$ cat src/rtl/pe_pkg.sv
// Shared types, packet field layout and packet builder for the SNN processing element.
package pe_pkg;

  typedef enum logic [1:0] {
    IFMAP  = 2'b00,
    KERNEL = 2'b01,
    PSUM   = 2'b10,
    RSVD   = 2'b11
  } pkt_type_e;

  typedef enum logic [2:0] {
    IDLE,
    WAIT_FILT,
    COMPUTE,
    EMIT,
    FWD
  } state_e;

  localparam int PKT_LEN   = 34;
  localparam int ADDR_W    = 4;
  localparam int SRC_LSB   = 30;
  localparam int DST_LSB   = 26;
  localparam int TYPE_LSB  = 24;
  localparam int PAYLOAD_W = 24;

  // Assemble a NoC packet from its fields.
  function automatic logic [PKT_LEN-1:0] pack_pkt(input logic [ADDR_W-1:0]    src,
                                                  input logic [ADDR_W-1:0]    dst,
                                                  input pkt_type_e            ptype,
                                                  input logic [PAYLOAD_W-1:0] payload);
    return {src, dst, ptype, payload};
  endfunction

endpackage

$ cat src/rtl/pe_mac8.sv
// Gated accumulator: adds the weight when the spike gate is set, wraps modulo 2^W_W.
module pe_mac8
  import pe_pkg::*;
#(
  parameter int W_W = 8
) (
  input  logic           clk,
  input  logic           rst,
  input  logic           clr,
  input  logic           en,
  input  logic           gate,
  input  logic [W_W-1:0] w,
  output logic [W_W-1:0] sum
);

  logic [W_W-1:0] acc_q;
  logic [W_W-1:0] acc_d;

  // The accumulated value including the current tap, visible before the edge.
  always_comb begin
    sum = acc_q + (gate ? w : '0);
  end

  // Clear has priority over accumulate; otherwise hold.
  always_comb begin
    acc_d = acc_q;
    if (clr) begin
      acc_d = '0;
    end else if (en) begin
      acc_d = sum;
    end
  end

  // Accumulator register.
  always_ff @(posedge clk or posedge rst) begin
    if (rst) begin
      acc_q <= '0;
    end else begin
      acc_q <= acc_d;
    end
  end

endmodule

$ cat src/rtl/pe_conv_sequencer.sv
// Control core of one SNN PE: takes kernel/ifmap packets, runs a 3-tap x 3-column
// spike convolution through pe_mac8, emits partial sums and optionally forwards the ifmap.
module pe_conv_sequencer
  import pe_pkg::*;
#(
  parameter int         PKT_W         = 34,
  parameter int         W_W           = 8,
  parameter int         IFMAP_W       = 5,
  parameter logic [3:0] MY_ADDR       = 4'b0110,
  parameter logic [3:0] ADDER_ADDR0   = 4'b0001,
  parameter logic [3:0] ADDER_ADDR1   = 4'b0101,
  parameter logic [3:0] ADDER_ADDR2   = 4'b1001,
  parameter logic [3:0] NEIGHBOR_ADDR = 4'b0010,
  parameter bit         NEIGHBOR_EN   = 1'b1
) (
  input  logic             clk,
  input  logic             rst,
  input  logic [PKT_W-1:0] in_data,
  input  logic             in_valid,
  output logic             in_ready,
  output logic [PKT_W-1:0] out_data,
  output logic             out_valid,
  input  logic             out_ready,
  output logic             busy,
  output logic             drop_pulse
);

  state_e               state_q, state_d;
  logic                 filter_vld_q, filter_vld_d;
  logic [W_W-1:0]       w0_q, w0_d, w1_q, w1_d, w2_q, w2_d;
  logic [IFMAP_W-1:0]   s_q, s_d;
  logic [1:0]           ifmap_cnt_q, ifmap_cnt_d;
  logic                 fwd_flag_q, fwd_flag_d;
  logic [1:0]           j_q, j_d, i_q, i_d;
  logic                 out_valid_q, out_valid_d;
  logic [PKT_W-1:0]     out_data_q, out_data_d;
  logic                 drop_pulse_q, drop_pulse_d;

  logic [ADDR_W-1:0]    in_dst;
  pkt_type_e            in_type;
  logic                 in_mine, in_drop, is_kernel, is_ifmap, in_xfer;
  logic                 unused_src;
  logic [1:0]           cnt_inc;
  logic [2:0]           tap_idx;
  logic                 mac_clr, mac_en, mac_gate;
  logic [W_W-1:0]       mac_w, acc_sum;
  logic [ADDR_W-1:0]    adder_addr;

  assign in_dst     = in_data[DST_LSB +: ADDR_W];
  assign in_type    = pkt_type_e'(in_data[TYPE_LSB +: 2]);
  assign unused_src = ^in_data[SRC_LSB +: ADDR_W];
  assign in_mine    = (in_dst == MY_ADDR);
  assign in_drop    = !in_mine || (in_type == PSUM) || (in_type == RSVD);
  assign is_kernel  = in_mine && (in_type == KERNEL);
  assign is_ifmap   = in_mine && (in_type == IFMAP);
  assign in_xfer    = in_valid && in_ready;
  assign cnt_inc    = (ifmap_cnt_q == 2'd3) ? 2'd1 : ifmap_cnt_q + 2'd1;

  assign out_data   = out_data_q;
  assign out_valid  = out_valid_q;
  assign drop_pulse = drop_pulse_q;
  assign busy       = (state_q != IDLE);

  // Input handshake: an ifmap waiting for weights stalls further ifmaps only.
  always_comb begin
    in_ready = 1'b0;
    if (!rst) begin
      case (state_q)
        IDLE:      in_ready = 1'b1;
        WAIT_FILT: in_ready = in_valid && !is_ifmap;
        default:   in_ready = 1'b0;
      endcase
    end
  end

  // Select the spike bit and weight for the current tap and the column's adder address.
  always_comb begin
    tap_idx  = {1'b0, j_q} + {1'b0, i_q};
    mac_gate = s_q[tap_idx];
    case (i_q)
      2'd0:    mac_w = w0_q;
      2'd1:    mac_w = w1_q;
      default: mac_w = w2_q;
    endcase
    case (j_q)
      2'd0:    adder_addr = ADDER_ADDR0;
      2'd1:    adder_addr = ADDER_ADDR1;
      default: adder_addr = ADDER_ADDR2;
    endcase
  end

  // Accumulator control: clear whenever a new column starts, accumulate while computing.
  always_comb begin
    mac_clr = 1'b0;
    mac_en  = (state_q == COMPUTE);
    case (state_q)
      IDLE:      mac_clr = in_xfer && is_ifmap;
      WAIT_FILT: mac_clr = in_xfer && is_kernel;
      EMIT:      mac_clr = out_ready && (j_q != 2'd2);
      default:   mac_clr = 1'b0;
    endcase
  end

  pe_mac8 #(.W_W(W_W)) u_mac (
    .clk  (clk),
    .rst  (rst),
    .clr  (mac_clr),
    .en   (mac_en),
    .gate (mac_gate),
    .w    (mac_w),
    .sum  (acc_sum)
  );

  // Sequencer next-state: packet intake, tap/column stepping and output packet build.
  always_comb begin
    state_d      = state_q;
    filter_vld_d = filter_vld_q;
    w0_d         = w0_q;
    w1_d         = w1_q;
    w2_d         = w2_q;
    s_d          = s_q;
    ifmap_cnt_d  = ifmap_cnt_q;
    fwd_flag_d   = fwd_flag_q;
    j_d          = j_q;
    i_d          = i_q;
    out_valid_d  = out_valid_q;
    out_data_d   = out_data_q;
    drop_pulse_d = in_xfer && in_drop;
    case (state_q)
      IDLE: begin
        if (in_xfer && is_kernel) begin
          w0_d         = in_data[0 +: W_W];
          w1_d         = in_data[W_W +: W_W];
          w2_d         = in_data[2*W_W +: W_W];
          filter_vld_d = 1'b1;
        end else if (in_xfer && is_ifmap) begin
          s_d         = in_data[0 +: IFMAP_W];
          ifmap_cnt_d = cnt_inc;
          fwd_flag_d  = NEIGHBOR_EN && (cnt_inc >= 2'd2);
          j_d         = 2'd0;
          i_d         = 2'd0;
          state_d     = filter_vld_q ? COMPUTE : WAIT_FILT;
        end
      end
      WAIT_FILT: begin
        if (in_xfer && is_kernel) begin
          w0_d         = in_data[0 +: W_W];
          w1_d         = in_data[W_W +: W_W];
          w2_d         = in_data[2*W_W +: W_W];
          filter_vld_d = 1'b1;
          j_d          = 2'd0;
          i_d          = 2'd0;
          state_d      = COMPUTE;
        end
      end
      COMPUTE: begin
        if (i_q == 2'd2) begin
          state_d     = EMIT;
          out_valid_d = 1'b1;
          out_data_d  = pack_pkt(MY_ADDR, adder_addr, PSUM,
                                 {{(PAYLOAD_W-W_W){1'b0}}, acc_sum});
        end else begin
          i_d = i_q + 2'd1;
        end
      end
      EMIT: begin
        if (out_ready) begin
          if (j_q != 2'd2) begin
            j_d         = j_q + 2'd1;
            i_d         = 2'd0;
            out_valid_d = 1'b0;
            state_d     = COMPUTE;
          end else if (fwd_flag_q) begin
            out_data_d  = pack_pkt(MY_ADDR, NEIGHBOR_ADDR, IFMAP,
                                   {{(PAYLOAD_W-IFMAP_W){1'b0}}, s_q});
            state_d     = FWD;
          end else begin
            out_valid_d = 1'b0;
            state_d     = IDLE;
          end
        end
      end
      FWD: begin
        if (out_ready) begin
          out_valid_d = 1'b0;
          state_d     = IDLE;
        end
      end
      default: begin
        out_valid_d = 1'b0;
        state_d     = IDLE;
      end
    endcase
  end

  // Register all sequencer state and the registered outputs.
  always_ff @(posedge clk or posedge rst) begin
    if (rst) begin
      state_q      <= IDLE;
      filter_vld_q <= 1'b0;
      w0_q         <= '0;
      w1_q         <= '0;
      w2_q         <= '0;
      s_q          <= '0;
      ifmap_cnt_q  <= 2'd0;
      fwd_flag_q   <= 1'b0;
      j_q          <= 2'd0;
      i_q          <= 2'd0;
      out_valid_q  <= 1'b0;
      out_data_q   <= '0;
      drop_pulse_q <= 1'b0;
    end else begin
      state_q      <= state_d;
      filter_vld_q <= filter_vld_d;
      w0_q         <= w0_d;
      w1_q         <= w1_d;
      w2_q         <= w2_d;
      s_q          <= s_d;
      ifmap_cnt_q  <= ifmap_cnt_d;
      fwd_flag_q   <= fwd_flag_d;
      j_q          <= j_d;
      i_q          <= i_d;
      out_valid_q  <= out_valid_d;
      out_data_q   <= out_data_d;
      drop_pulse_q <= drop_pulse_d;
    end
  end

endmodule

$ cat config.mk
export PLATFORM = sky130hd
export DESIGN_NAME = pe_conv_sequencer
export DESIGN_NICKNAME = d
export VERILOG_FILES = /design/src/rtl/pe_pkg.sv /design/src/rtl/pe_mac8.sv /design/src/rtl/pe_conv_sequencer.sv
export SDC_FILE = /design/constraint.sdc
export NUM_CORES = 1
export LEC_CHECK = 0
export ABC_CLOCK_PERIOD_IN_PS = 4100
export BUFFER_PORTS_ARGS = -buffer_cell sky130_fd_sc_hd__buf_4
export CAP_MARGIN = 0
export CORE_ASPECT_RATIO = 1.75
export CORE_MARGIN = 1
export CORE_UTILIZATION = 57
export CTS_BUF_LIST = sky130_fd_sc_hd__clkbuf_4 sky130_fd_sc_hd__clkbuf_8
export CTS_CLUSTER_DIAMETER = 50
export CTS_CLUSTER_SIZE = 14
export DETAILED_ROUTE_END_ITERATION = 8
export GPL_ROUTABILITY_DRIVEN = 0
export GPL_TIMING_DRIVEN = 0
export PLACE_DENSITY = 0.91
export SYNTH_ARGS = -nofsm -noshare
export SYNTH_HDL_FRONTEND = slang
export SYNTH_HIERARCHICAL = 1
export SYNTH_SLANG_ARGS = --single-unit
$ cat constraint.sdc
create_clock -name clk -period 4.1 [get_ports clk]
set_input_delay 0.82 -clock clk [delete_from_list [all_inputs] [get_ports clk]]
set_output_delay 0.82 -clock clk [all_outputs]
set_load 0.05 [all_outputs]
**Word-level counts from Yosys, hierarchy flattened**

Cells that the tools add are included.
W data, S select, Z words.

- Register bits after elaboration: 84
- Latch bits: 0
- RAM bits: 0
- ROM bits: 0
- Input port bits: 38
- Output and inout bits: 38
- Word-level logic and storage cells: 118
- Memories: 0

- Add/subtract/negate cells: 5
- Multiply operators: 0
- Div/mod/pow operators: 0
- $lt $le $gt $ge: 2
- Equal/unequal tests: 24
- Shifts and indexed selects: 0
- Multiplexer cells: 42
- Bitwise logic cells: 2
- Reductions and logical operators: 29

Operator list:

| kind | number |
|---|---|
| $mux W34 | 4 |
| $pmux W34 S2 | 1 |
| $mux W3 | 8 |
| $mux W8 | 3 |
| $mux W2 | 10 |
| $ne A2 B2 Y1 const B | 10 |
| $pmux W8 S2 | 1 |
| $pmux W3 S5 | 1 |
| $reduce_and A6 Y1 | 2 |
| $reduce_and A5 Y1 | 2 |
| $add A8 B8 Y8 | 1 |
| $eq A2 B2 Y1 const B | 4 |
| $logic_and A1 B1 Y1 | 8 |
| $pmux W2 S4 | 1 |
| $pmux W4 S2 | 1 |
| $mux W1 | 7 |
| $reduce_and A7 Y1 | 1 |
| $add A2 B1 Y2 const B | 3 |
| $eq A2 B1 Y1 const B | 3 |
| $eq A3 B2 Y1 const B | 2 |
| $logic_not A2 Y1 | 3 |
| $pmux W2 S3 | 1 |
| $reduce_bool A3 Y1 | 2 |
| $eq A4 B3 Y1 const B | 1 |
| other kinds (20) | 24 |

**Depth between registers and ports, before layout**

- Depth after elaboration: 11
- Gate-level depth with buffers: 16
- Mapped depth without buffers: 15

**Modules after synthesis**

The synthesis kept the hierarchy.

By module, submodules not included:

| module | instances | cells each | area an instance (um^2) |
|---|---|---|---|
| pe_conv_sequencer | 1 | 236 | 2800.2 |
| pe_mac8 | 1 | 89 | 769.5 |

**Worst setup path after synthesis**

No wires, ideal clock.

- Path type: input-to-output
- Start: input in_data[26]
- End: output in_ready
- Data arrival time: 3.458 ns
- Data required time: 3.280 ns
- Setup slack: -0.178 ns
- Cell stages on the path: 4
- Buffers on the path: 0
- Path through: nor2_1 -> nand2_1 -> o41ai_1 -> a2111oi_0

- Longest elaborated chain between the ends: 6

RTL lines:

| what | RTL line | source |
|---|---|---|
| start: declaration | pe_conv_sequencer.sv:18 | `input logic [PKT_W-1:0] in_data,` |
| $eq A4 B3 Y1 | pe_conv_sequencer.sv:52 | `assign in_mine = (in_dst == MY_ADDR);` |
| $logic_and A1 B1 Y1 | pe_conv_sequencer.sv:55 | `assign is_ifmap = in_mine && (in_type == IFMAP);` |
| $logic_not A1 Y1 | pe_conv_sequencer.sv:70 | `WAIT_FILT: in_ready = in_valid && !is_ifmap;` |
| $logic_and A1 B1 Y1 | pe_conv_sequencer.sv:70 |  |
| $pmux W1 S2 | pe_conv_sequencer.sv:68 | `case (state_q)` |
| $mux W1 | pe_conv_sequencer.sv:67 | `if (!rst) begin` |
| end: declaration | pe_conv_sequencer.sv:20 | `output logic in_ready,` |

Every way passes these cells.

**Worst setup path after layout**

- Start: register j_q[0]
- End: register out_data_q[4] (netlist: out_data[4])

- Longest elaborated chain between the ends: 7
- Elaborated cells on any way between the ends: 10
- Classes of those cells: add/sub: 2; eq/ne: 2; mux: 5; reduce/logical: 1

RTL lines:

| what | RTL line | source |
|---|---|---|
| start: declaration | pe_conv_sequencer.sv:34 | `logic [1:0] j_q, j_d, i_q, i_d;` |
| start signal: assignment | pe_conv_sequencer.sv:221 | `j_q <= j_d;` |
| $add A2 B2 Y3 | pe_conv_sequencer.sv:78 | `tap_idx = {1'b0, j_q} + {1'b0, i_q};` |
| $bmux W1 S3 | pe_conv_sequencer.sv:79 | `mac_gate = s_q[tap_idx];` |
| $mux W1 (not written as such) | pe_conv_sequencer.sv:79 |  |
| via mac_gate | pe_conv_sequencer.sv:45 | `logic mac_clr, mac_en, mac_gate;` |
| $mux W8 | pe_mac8.sv:21 | `sum = acc_q + (gate ? w : '0);` |
| $add A8 B8 Y8 | pe_mac8.sv:21 |  |
| via acc_sum[4] | pe_conv_sequencer.sv:46 | `logic [W_W-1:0] mac_w, acc_sum;` |
| $mux W34 | pe_conv_sequencer.sv:157 | `if (i_q == 2'd2) begin` |
| $pmux W34 S2 | pe_conv_sequencer.sv:129 | `case (state_q)` |
| end signal: assignment | pe_conv_sequencer.sv:224 | `out_data_q <= out_data_d;` |
| end: declaration | pe_conv_sequencer.sv:36 | `logic [PKT_W-1:0] out_data_q, out_data_d;` |

The timed path passes the listed nets, and every way through them passes these cells. The select of a mux whose other input is x is not followed.
A chain may end at the register's enable or synchronous reset.

==> key figures <==
CTS
  – Clk sinks: 62
  – Clock buffer depth: 2
  – Htree depth: 3
  – Post-CTS Setup Inserts: 0
  – TritonCTS clock tree: done
  – Post-CTS sizing: 0
  – Clock-pin slew on the worst setup and hold paths: about 70 ps
  – Clock Latency Late Sink: about 340 ps
  – TritonCTS buffer count: 9
  – Root buffer cell: clkbuf_8
  – Hold buffers post-CTS: 0

Pwr
  – Total power: 0.001674 W
  – Leakage power: about 2.3 nW
  – Worst VDD drop: 0.4114 mV
  – Pwr dens: 381.5 nW/um^2

Die
  – Core Footprint: 5972 um^2
  – Die Y: 106.7 um
  – # IOs: 76
  – Die ar.: 6595 um^2
  – Chip width: a little over 60 um
  – Core Rows: 37
  – Initial Util: 0.5977

Timing
  – FMAX: about 270 MHz
  – Min Tclk post-route: ~3700 ps
  – RSZ-0062 raised after global routing: false
  – Count of final max-slew check failures: 0
  – Relative slew slack: 0.6270
  – Period utilization: 0.9023
  – Final Setup Violations: 0
  – Fin Clk Skew: about 8 ps
  – Fin Setup TNS: 0 ps
  – Worst-Margin Slew: 558.6 ps
  – Final hold vios: 0

Worst setup path
  – Critical setup path kind: flip-flop to flip-flop
  – Critical path buffers and inverters: 2
  – Slowest stage delay, CP: 520 ps
  – Critical Path RT: 4310 ps
  – Crit path capture type: flip-flop
  – Crit start category: flip-flop
  – Crit-path max FO: 9
  – CP cell instances: ha_1, fa_1, mux4_2, mux2_2, and2_1, ha_1, inv_1, fa_1, nor2b_1, o21ai_1, nor3b_1, nor2_1, a222oi_1, inv_1
  – CP max stage cell: fa_1
  – Critical path arrival: 3910 ps
  – CP top delay family: adder cells

Yosys
  – Compound-gate portion of the synthesized area: 0.1230
  – Post-Syn Instances: 325
  – Adder-Cell Fraction of Synth Area: 0.06379
  – Ys async rst share: 1.000
  – Yosys top cell area share: 0.4346
  – Sequential fraction of the synthesis area: 0.4346
  – Main synth FF type: dfrtp_1
  – EDFF count, synth: 0
  – Unique cell type count in the Yosys netlist: 60
  – #FFs+latches synth: 62
  – Average cell area after synthesis: about 11 um^2
  – YS warnings: 6
  – Yosys top cell by area: dfrtp_1
  – Simple-gate share of the synthesized area: 0.1262
  – Netlist Area Pre-Place: about 3600 um^2
  – Multiplexer share of the synthesized area: 0.1441
  – Largest cells by area after synthesis: dfrtp_1 43%, mux2_4 8.0%, ha_1 5.3%, buf_4 4.8%, mux2_2 3.8%
  – Post-synthesis xor/xnor area fraction: 0.01717
  – Largest family of logic cells by synthesized area: multiplexers

Routing
  – Post-Route WL: between 7000 and 8000 um
  – Final ANT Viol Nets: 0
  – DRT Pass-1 Iters: 4
  – DR WL/cell: 15.22 um
  – DR iter-0 viols: between 100 and 150
  – Via count: 2709
  – Routed vias/inst: 5.529
  – DR DRC count: 0

Layout
  – Area grow syn2layout: 22.92%
  – Diode count: 0
  – Layout cell share with drive strength beyond 1: 0.3350
  – Nets: 462
  – Final Util: 0.7348
  – Fill cell count: about 400
  – Most frequent cells in the layout: 75 x buf_4, 62 x dfrtp_1, 28 x nand2_1
  – Most common cell after layout, fill and taps aside: buf_4

Global routing
  – Initial antenna violation count: 0
  – GRT overflow: 0
  – First-pass GRT wire length: 12300 um
  – Vias in the first global route: ~2800
  – GRT Util Overall: 0.2573
  – Largest net degree at the start of global routing: 29

Run status
  – Outcome: completed

Placed design
  – Dpl hpwl: 5916 um
  – I/O Buffers: 52

Run
  – Max-cap viol count: 0

Min path
  – Min-Delay Path Class: input port to asynchronous set/reset pin
==> where the power goes <==
group,total (W),switching (W),internal [W]
sequential,0.000690,0.0000322,0.000657
clock,0.000650,0.000227,0.000423
combinational,0.000334,0.000194,0.000140
==> through the flow <==
stage | worst slack (ps) | std cells | hold slack [ps] | cell area [um^2]
2_1_floorplan | 479.8 | 343 | 456.3 | 3638
3_3_place_gp | 546.9 | 473 | 466.9 | 4126
3_5_place_dp | 449.5 | 474 | 481.6 | 4146
4_1_cts | 437.0 | 490 | 482.5 | 4388
5_1_grt | 152.0 | 490 | 492.4 | 4388
6_report | 400.5 | 490 | 487.6 | 4388
==> path summary, 6_finish.rpt <==
path,from,to,slack (ps),depth (start not counted)
max in group asynchronous,rst,out_data[4],2990,3
worst max register to register,j_q[0],out_data[4],400,14
worst min-delay path,rst,u_mac/acc_q[4],490,2
min in group clk,out_data[27],out_data[27],490,1
worst min register to register,out_data[27],out_data[27],490,1
worst max-delay path,j_q[0],out_data[4],400,14
==> cell families after synthesis <==
group | after synthesis
AO/OA/AOI/OAI | 59
multiplexers | 39
flip-flops | 62
AND/OR/NAND/NOR | 84
buffers and inverters | 56
adder cells (fa/ha/maj) | 17
XOR/XNOR | 7
other | 1
==> worst reg2reg max path: stages, from the launching register on <==
cell,delay [ps]
dfrtp_1,420
ha_1,230
fa_1,520
mux4_2,300
mux2_2,350
and2_1,170
ha_1,230
inv_1,90
fa_1,210
nor2b_1,60
o21ai_1,210
nor3b_1,310
nor2_1,110
a222oi_1,270
inv_1,80
==> registers in the layout (all words and copies together), names as in the netlist, 2 cells and up <==
register	flops
out_data	13
u_mac/acc_q	8
w0_q	8
w1_q	8
w2_q	8
s_q	5
state_q	3
i_q	2
ifmap_cnt_q	2
j_q	2
==> layout make-up <==
cell class                      count  area [um^2]  area share
Inverter                           21        78.83     0.01796
Sequential cell                    62         1551      0.3536
Clock buffer                       12        146.4     0.03336
Clock inverter                      4        95.09     0.02167
Multi-Input combinational cell    225         1765      0.4023
Timing Repair Buffer               53        410.4     0.09353
Tap cell                           78        97.59     0.02224
Buffer                             35        242.7     0.05532
==> synth_stat cells, types with 5 or more instances <==
master / count
ha_1: 15
a222oi_1: 5
mux2_4: 19
clkbuf_1: 6
and2_1: 6
buf_4: 23
a21oi_1: 7
a22o_1: 6
xnor2_1: 7
mux2i_1: 6
nand2_1: 28
a22oi_1: 8
mux2_2: 12
nor2_1: 18
o21ai_0: 7
dfrtp_1: 62
inv_1: 21
==> layer usage <==
layer | vias to the layer above | global-route usage | part of all wire
li1 | 1279 | - | -
met3 | 30 | 0.06876 | 0.041
met5 | - | 0 | 0
met4 | 0 | 0.1619 | 0.041
met1 | 1300 | 0.2658 | 0.37
met2 | 100 | 0.4363 | 0.55
Note: power is estimated with default switching activity, not from simulation.
